--- config.mk ---
export PLATFORM = sky130hd
export DESIGN_NAME = frame_dump_tx
export DESIGN_NICKNAME = d
export VERILOG_FILES = /design/src/rtl/frame_dump_tx.sv
export SDC_FILE = /design/constraint.sdc
export NUM_CORES = 1
export LEC_CHECK = 0
export BUFFER_PORTS_ARGS = -buffer_cell sky130_fd_sc_hd__buf_2
export CAP_MARGIN = 40
export CORE_ASPECT_RATIO = 1.5
export CORE_MARGIN = 1
export CORE_UTILIZATION = 35
export DETAILED_ROUTE_END_ITERATION = 16
export GPL_ROUTABILITY_DRIVEN = 1
export REMOVE_ABC_BUFFERS = 1
export SETUP_SLACK_MARGIN = 0.5
export SYNTH_ARGS = -nofsm -noshare
export SYNTH_HDL_FRONTEND = slang
export SYNTH_SLANG_ARGS = --single-unit
--- constraint.sdc ---
create_clock -name CLOCK_50 -period 2.7 [get_ports CLOCK_50]
set_input_delay 0.27 -clock CLOCK_50 [delete_from_list [all_inputs] [get_ports CLOCK_50]]
set_output_delay 0.27 -clock CLOCK_50 [all_outputs]
set_load 0.01 [all_outputs]
--- src/rtl/frame_dump_tx.sv ---
// Streams the RGB framebuffer over UART (8N1, LSB first): a sync byte, then R,G,B per pixel
// in raster order, with the next pixel prefetched during the current pixel's blue byte.
module frame_dump_tx #(
    parameter int          W_RES        = 640,
    parameter int          H_RES        = 480,
    parameter int          CLKS_PER_BIT = 434,
    parameter int          RD_LAT       = 1,
    parameter logic [7:0]  HEADER       = 8'hA5
) (
    input  logic        CLOCK_50,
    input  logic        reset,
    input  logic        start,
    output logic [10:0] rd_x,
    output logic [10:0] rd_y,
    input  logic [7:0]  rd_r,
    input  logic [7:0]  rd_g,
    input  logic [7:0]  rd_b,
    output logic        uart_tx,
    output logic        busy,
    output logic        done
);

    localparam int              CW       = $clog2(CLKS_PER_BIT + 1);
    localparam logic [CW-1:0]   CLK_LAST = CW'(CLKS_PER_BIT - 1);
    localparam logic [1:0]      LAT      = 2'(RD_LAT);
    localparam logic [10:0]     X_LAST   = 11'(W_RES - 1);
    localparam logic [10:0]     Y_LAST   = 11'(H_RES - 1);

    localparam logic [2:0] S_IDLE   = 3'd0;
    localparam logic [2:0] S_HDR    = 3'd1;
    localparam logic [2:0] S_SEND_R = 3'd2;
    localparam logic [2:0] S_SEND_G = 3'd3;
    localparam logic [2:0] S_SEND_B = 3'd4;
    localparam logic [2:0] S_DONE   = 3'd5;

    logic [2:0]    state_q, state_d;
    logic          tx_q, tx_d;
    logic [8:0]    sh_q, sh_d;
    logic [3:0]    bit_q, bit_d;
    logic [CW-1:0] clk_q, clk_d;
    logic [10:0]   x_q, x_d, y_q, y_d;
    logic          pend_q, pend_d;
    logic [1:0]    lat_q, lat_d;
    logic [7:0]    pre_r_q, pre_r_d, pre_g_q, pre_g_d, pre_b_q, pre_b_d;
    logic [7:0]    hold_g_q, hold_g_d, hold_b_q, hold_b_d;
    logic          last_q, last_d;
    logic          busy_q, busy_d;
    logic          done_q, done_d;

    logic          active_s;
    logic          byte_end_s;
    logic          load_s;
    logic [7:0]    load_byte_s;

    assign active_s   = (state_q == S_HDR) || (state_q == S_SEND_R) ||
                        (state_q == S_SEND_G) || (state_q == S_SEND_B);
    assign byte_end_s = active_s && (clk_q == CLK_LAST) && (bit_q == 4'd9);

    // Next-state logic: bit serializer, read-latency fetch timer and byte sequencer.
    always_comb begin
        state_d     = state_q;
        tx_d        = tx_q;
        sh_d        = sh_q;
        bit_d       = bit_q;
        clk_d       = clk_q;
        x_d         = x_q;
        y_d         = y_q;
        pend_d      = pend_q;
        lat_d       = lat_q;
        pre_r_d     = pre_r_q;
        pre_g_d     = pre_g_q;
        pre_b_d     = pre_b_q;
        hold_g_d    = hold_g_q;
        hold_b_d    = hold_b_q;
        last_d      = last_q;
        busy_d      = busy_q;
        done_d      = 1'b0;
        load_s      = 1'b0;
        load_byte_s = 8'h00;

        if (active_s) begin
            if (clk_q == CLK_LAST) begin
                clk_d = {CW{1'b0}};
                if (bit_q != 4'd9) begin
                    tx_d  = sh_q[0];
                    sh_d  = {1'b1, sh_q[8:1]};
                    bit_d = bit_q + 4'd1;
                end else begin
                    bit_d = bit_q;
                end
            end else begin
                clk_d = clk_q + {{(CW-1){1'b0}}, 1'b1};
            end
        end else begin
            clk_d = clk_q;
        end

        // Fetch runs beside the byte sequencer so the pipeline never stalls the line.
        if (pend_q) begin
            if (lat_q == 2'd0) begin
                pre_r_d = rd_r;
                pre_g_d = rd_g;
                pre_b_d = rd_b;
                pend_d  = 1'b0;
            end else begin
                lat_d = lat_q - 2'd1;
            end
        end else begin
            pend_d = 1'b0;
        end

        case (state_q)
            S_IDLE, S_DONE: begin
                if (start) begin
                    state_d     = S_HDR;
                    busy_d      = 1'b1;
                    load_s      = 1'b1;
                    load_byte_s = HEADER;
                    x_d         = 11'd0;
                    y_d         = 11'd0;
                    pend_d      = 1'b1;
                    lat_d       = LAT;
                    last_d      = 1'b0;
                end else begin
                    state_d = S_IDLE;
                end
            end
            S_HDR: begin
                if (byte_end_s) begin
                    state_d     = S_SEND_R;
                    load_s      = 1'b1;
                    load_byte_s = pre_r_q;
                    hold_g_d    = pre_g_q;
                    hold_b_d    = pre_b_q;
                end else begin
                    state_d = S_HDR;
                end
            end
            S_SEND_R: begin
                if (byte_end_s) begin
                    state_d     = S_SEND_G;
                    load_s      = 1'b1;
                    load_byte_s = hold_g_q;
                end else begin
                    state_d = S_SEND_R;
                end
            end
            S_SEND_G: begin
                if (byte_end_s) begin
                    state_d     = S_SEND_B;
                    load_s      = 1'b1;
                    load_byte_s = hold_b_q;
                    pend_d      = 1'b1;
                    lat_d       = LAT;
                    if (x_q == X_LAST) begin
                        x_d = 11'd0;
                        if (y_q == Y_LAST) begin
                            y_d    = 11'd0;
                            last_d = 1'b1;
                        end else begin
                            y_d = y_q + 11'd1;
                        end
                    end else begin
                        x_d = x_q + 11'd1;
                    end
                end else begin
                    state_d = S_SEND_G;
                end
            end
            S_SEND_B: begin
                if (byte_end_s) begin
                    if (last_q) begin
                        state_d = S_DONE;
                        busy_d  = 1'b0;
                        done_d  = 1'b1;
                        tx_d    = 1'b1;
                        last_d  = 1'b0;
                    end else begin
                        state_d     = S_SEND_R;
                        load_s      = 1'b1;
                        load_byte_s = pre_r_q;
                        hold_g_d    = pre_g_q;
                        hold_b_d    = pre_b_q;
                    end
                end else begin
                    state_d = S_SEND_B;
                end
            end
            default: begin
                state_d = S_IDLE;
                busy_d  = 1'b0;
                tx_d    = 1'b1;
            end
        endcase

        if (load_s) begin
            tx_d  = 1'b0;
            sh_d  = {1'b1, load_byte_s};
            bit_d = 4'd0;
            clk_d = {CW{1'b0}};
        end else begin
            sh_d = sh_d;
        end
    end

    // State registers with synchronous reset.
    always_ff @(posedge CLOCK_50) begin
        if (reset) begin
            state_q  <= S_IDLE;
            tx_q     <= 1'b1;
            sh_q     <= 9'h1FF;
            bit_q    <= 4'd0;
            clk_q    <= {CW{1'b0}};
            x_q      <= 11'd0;
            y_q      <= 11'd0;
            pend_q   <= 1'b0;
            lat_q    <= 2'd0;
            pre_r_q  <= 8'h00;
            pre_g_q  <= 8'h00;
            pre_b_q  <= 8'h00;
            hold_g_q <= 8'h00;
            hold_b_q <= 8'h00;
            last_q   <= 1'b0;
            busy_q   <= 1'b0;
            done_q   <= 1'b0;
        end else begin
            state_q  <= state_d;
            tx_q     <= tx_d;
            sh_q     <= sh_d;
            bit_q    <= bit_d;
            clk_q    <= clk_d;
            x_q      <= x_d;
            y_q      <= y_d;
            pend_q   <= pend_d;
            lat_q    <= lat_d;
            pre_r_q  <= pre_r_d;
            pre_g_q  <= pre_g_d;
            pre_b_q  <= pre_b_d;
            hold_g_q <= hold_g_d;
            hold_b_q <= hold_b_d;
            last_q   <= last_d;
            busy_q   <= busy_d;
            done_q   <= done_d;
        end
    end

    assign uart_tx = tx_q;
    assign busy    = busy_q;
    assign done    = done_q;
    assign rd_x    = x_q;
    assign rd_y    = y_q;

endmodule

==> metrics.txt <==
# TYPE chip_impl_metric gauge
chip_impl_metric{name="grt.total_usage",unit="%"} 17.5
chip_impl_metric{name="nNetsFinal",unit=""} 630
chip_impl_metric{name="number_of_global_route_vias_before_repair",unit=""} 3910
chip_impl_info{name="run_status",value="finished, final reports clean"} 1
chip_impl_metric{name="ff2ff_setup_slack",unit="ns"} 0.57
chip_impl_info{name="ys.flop_type",value="sky130_fd_sc_hd__dfxtp_1"} 1
chip_impl_info{name="hold_path.startpoint",value="rd_b[1]"} 1
chip_impl_metric{name="leakagePower",unit="uW"} 0.00192
chip_impl_metric{name="achievable-frequency",unit="GHz"} 0.470
chip_impl_metric{name="die_height",unit="um"} 138
chip_impl_metric{name="finalSetupTns",unit="ns"} 0
chip_impl_info{name="endpoint_of_the_worst_slack_reg_to_reg_timing_path",value="rd_y[4]"} 1
chip_impl_metric{name="fillerInstances",unit=""} 1215
chip_impl_metric{name="finalWorstPathRequiredPeriod",unit="ns"} 2.13
chip_impl_metric{name="core.rowCount",unit=""} 49
chip_impl_metric{name="final_design_area_no_fill",unit="um^2"} 5230
chip_impl_metric{name="library_cells_used_by_synthesis",unit=""} 56
chip_impl_metric{name="worst_skew_pair.late_latency",unit="ns"} 0.34
chip_impl_info{name="min_to",value="pre_b_q[1]"} 1
chip_impl_info{name="cts_tree",value="done"} 1
chip_impl_metric{name="postRouteAntennaNets",unit=""} 0
chip_impl_metric{name="synthArstFlopShare",unit="%"} 0
chip_impl_metric{name="fin_total_pwr",unit="uW"} 2870
chip_impl_metric{name="floorplan.initialDensity",unit="%"} 35.9
chip_impl_metric{name="drc",unit=""} 0
chip_impl_metric{name="timing_max_transition_violations_final",unit=""} 0
chip_impl_metric{name="numCtsBuffers",unit=""} 9
chip_impl_metric{name="pin_count_of_the_biggest_net_entering_global_routing",unit=""} 29
chip_impl_metric{name="cts.htree.levels",unit=""} 3
chip_impl_info{name="min-delay-path-class",value="primary input to flip-flop"} 1
chip_impl_metric{name="clock_tree.buffer_depth",unit=""} 2
chip_impl_metric{name="worst_slew_margin_rel",unit="%"} 61.5
chip_impl_info{name="setup.worst_path.end_class",value="flip-flop"} 1
chip_impl_metric{name="reg2reg_path_depth",unit=""} 6
chip_impl_metric{name="post_dp_cell_area",unit="um^2"} 4810
chip_impl_metric{name="number_of_flops_mapped_to_enable_cells_by_yosys",unit=""} 0
chip_impl_info{name="clock-root-buffer",value="sky130_fd_sc_hd__clkbuf_16"} 1
chip_impl_info{name="crit-reg2reg-launch",value="clk_q[3]"} 1
chip_impl_metric{name="worst_slack_setup_final",unit="ns"} 0.573
chip_impl_metric{name="place_ws",unit="ns"} 0.343
chip_impl_metric{name="count_of_synthesis_stage_warnings_from_yosys",unit=""} 0
chip_impl_metric{name="setup_violations",unit=""} 0
chip_impl_metric{name="syn_avg_cell_area",unit="um^2"} 8.03
chip_impl_metric{name="totalWireLength",unit="mm"} 10.6
chip_impl_metric{name="core_area",unit="um^2"} 12000
chip_impl_metric{name="min_delay_path_depth",unit=""} 3
chip_impl_info{name="setup_repair_after_global_routing_missed_its_margin",value="yes"} 1
chip_impl_info{name="worst-setup-path-type",value="flip-flop to flip-flop"} 1
chip_impl_metric{name="synth-seq-area-share",unit="%"} 43.4
chip_impl_metric{name="vdd_drop_max",unit="mV"} 0.352
chip_impl_metric{name="grt_first_pass_wirelength",unit="mm"} 17.8
chip_impl_metric{name="grt_ovf",unit=""} 0
chip_impl_metric{name="routabilityCongestion",unit=""} 0.793
chip_impl_metric{name="powerDensity",unit="nW/um^2"} 548
chip_impl_metric{name="antenna_found_initial",unit=""} 0
chip_impl_metric{name="die_w",unit="um"} 92.4
chip_impl_metric{name="hpwl",unit="mm"} 7.81
chip_impl_metric{name="post-route-util",unit="%"} 43.8
chip_impl_metric{name="top_level_ports",unit=""} 52
chip_impl_metric{name="timing.final.hold_violations",unit=""} 0
chip_impl_metric{name="vias_per_cell",unit=""} 5.32
chip_impl_metric{name="clk_transition_reported_paths",unit="ns"} 0.07
chip_impl_metric{name="synthesis.area",unit="um^2"} 4290
chip_impl_metric{name="synth_seq_cells",unit=""} 93
chip_impl_metric{name="wire_per_inst",unit="um"} 14.1
chip_impl_metric{name="num_vias",unit=""} 4016
chip_impl_metric{name="area.growth.synth_to_final",unit="%"} 22.0
chip_impl_metric{name="final_layout_size_suffix_gt1_share",unit="%"} 20.1
chip_impl_metric{name="worst_case_clock_skew",unit="ns"} 0.00859
chip_impl_metric{name="clock_sink_count",unit=""} 93
chip_impl_metric{name="firstDrtPassIters",unit=""} 5
chip_impl_metric{name="diodes",unit=""} 0
chip_impl_info{name="worst_setup_path_start_kind",value="flip-flop"} 1
chip_impl_metric{name="worstMarginPinSlew",unit="ns"} 0.572
chip_impl_metric{name="port_buffers",unit=""} 51
chip_impl_metric{name="cp_data_required_time",unit="ns"} 2.97
chip_impl_metric{name="drt_iter0_markers",unit=""} 186
chip_impl_metric{name="synthesis.instances",unit=""} 534
chip_impl_metric{name="critical_path_peak_fanout",unit=""} 11
chip_impl_metric{name="die_area",unit="um^2"} 12700
chip_impl_metric{name="worst-endpoint-arrival",unit="ns"} 2.40
chip_impl_metric{name="final_min_period_over_clock_period",unit="%"} 78.8
chip_impl_metric{name="drv_cap",unit=""} 0
## kinds of logic (layout without fill, tap and decap cells)
| kind of cell | Yosys count | after routing | synth area share (%) |
|---|---|---|---|
| adders and majority gates | 6 | 6 | 1.75 |
| muxes | 4 | 4 | 0.934 |
| and+or+nand+nor | 228 | 228 | 25.7 |
| buffers and inverters | 45 | 113 | 4.14 |
| AOI/OAI and AO/OA | 142 | 142 | 20.8 |
| xor gates and xnor gates | 16 | 16 | 3.27 |
| DFF | 93 | 93 | 43.4 |
## repair_timing
item | CTS | global route
setup buffers | 3 | 5
setup endpoints to repair | 41 | 46
cloned | 0 | 0
hold buffers | 0 | 0
gates resized for setup | 7 | 12
pin swaps | 3 | 0
## Yosys cell counts, types with 8 or more instances
master                     instances  area, um^2
sky130_fd_sc_hd__nand2_1         104         390
sky130_fd_sc_hd__inv_1            10        37.5
sky130_fd_sc_hd__nor3_1            8        40.0
sky130_fd_sc_hd__dfxtp_1          93        1860
sky130_fd_sc_hd__o21ai_0          21         105
sky130_fd_sc_hd__nor2_1           39         146
sky130_fd_sc_hd__nand3_1          18        90.1
sky130_fd_sc_hd__clkbuf_1         25        93.8
sky130_fd_sc_hd__xor2_1           12         105
sky130_fd_sc_hd__o31ai_1           9        67.6
sky130_fd_sc_hd__nand4_1          12        75.1
sky130_fd_sc_hd__a21oi_1          68         340
## worst max path at each step
stage	depth (start not counted)	end	slack [ns]	from
after global routing	9	rd_y[4]	0.46	clk_q[1]
after detailed placement	5	rd_y[10]	0.34	clk_q[3]
after global placement	7	sh_q[0]	0.35	clk_q[3]
after CTS	8	rd_y[4]	0.50	bit_q[0]
after floorplan	4	sh_q[5]	-0.09	clk_q[3]
final	6	rd_y[4]	0.57	clk_q[3]
## flip-flops by register name, indices dropped and copies added, names as in the netlist
signal    count
rd_x         11
bit_q         4
uart_tx       1
pre_r_q       8
sh_q          8
rd_y         11
pre_b_q       8
clk_q         9
pend_q        1
lat_q         2
hold_b_q      8
state_q       3
hold_g_q      8
done          1
pre_g_q       8
busy          1
last_q        1
## layout by cell type, fill, tap and decap left out, types with 12 or more instances in the layout
master                      n
sky130_fd_sc_hd__nand2_1  104
sky130_fd_sc_hd__dfxtp_1   88
sky130_fd_sc_hd__a21oi_1   67
sky130_fd_sc_hd__buf_2     51
sky130_fd_sc_hd__nor2_1    38
sky130_fd_sc_hd__buf_4     33
sky130_fd_sc_hd__o21ai_0   21
sky130_fd_sc_hd__nand3_1   18
sky130_fd_sc_hd__nand4_1   12
sky130_fd_sc_hd__xor2_1    12
## power by group
group          leakage [uW]  total (uW)  switching [uW]  internal (uW)
combinational       0.00102         185             109           75.6
sequential         0.000756        1430            25.0           1400
clock              0.000140        1250             530            722
total               0.00192        2870             664           2200
## worst max-delay path, cell delays in order, from the launching register on
cell and delay, ns:
sky130_fd_sc_hd__dfxtp_1 0.34, sky130_fd_sc_hd__or4b_4 0.61, sky130_fd_sc_hd__nor3_2 0.26, sky130_fd_sc_hd__buf_4 0.23, sky130_fd_sc_hd__nand3_1 0.13, sky130_fd_sc_hd__or3_1 0.36, sky130_fd_sc_hd__a21oi_1 0.14
## per-layer routing
layer  vias up  global-route usage [%]  wire, um
li1       2021                       -         -
met1      1905                    19.5      4430
met2        71                    32.2      5680
met3        19                    2.87       280
met4         0                    7.73       231
met5         -                       0         0
## cell type report
class	count	area, um^2	area share (%)
inverter	10	37.5	0.717
multi-input combinational	396	2300	44.0
clock inverter	5	60.1	1.15
timing repair buffer	87	541	10.3
sequential	93	1870	35.7
tap	153	191	3.66
clock buffer	11	233	4.45
## through the flow
| stage | std cells | hold slack (ns) |
|---|---|---|
| after floorplan | 499 | 0.339 |
| final | 755 | 0.160 |
| after detailed placement | 731 | 0.445 |
| after global placement | 730 | 0.440 |
| after global routing | 755 | 0.164 |
| after CTS | 750 | 0.155 |
(Power assumes the default switching activity.)
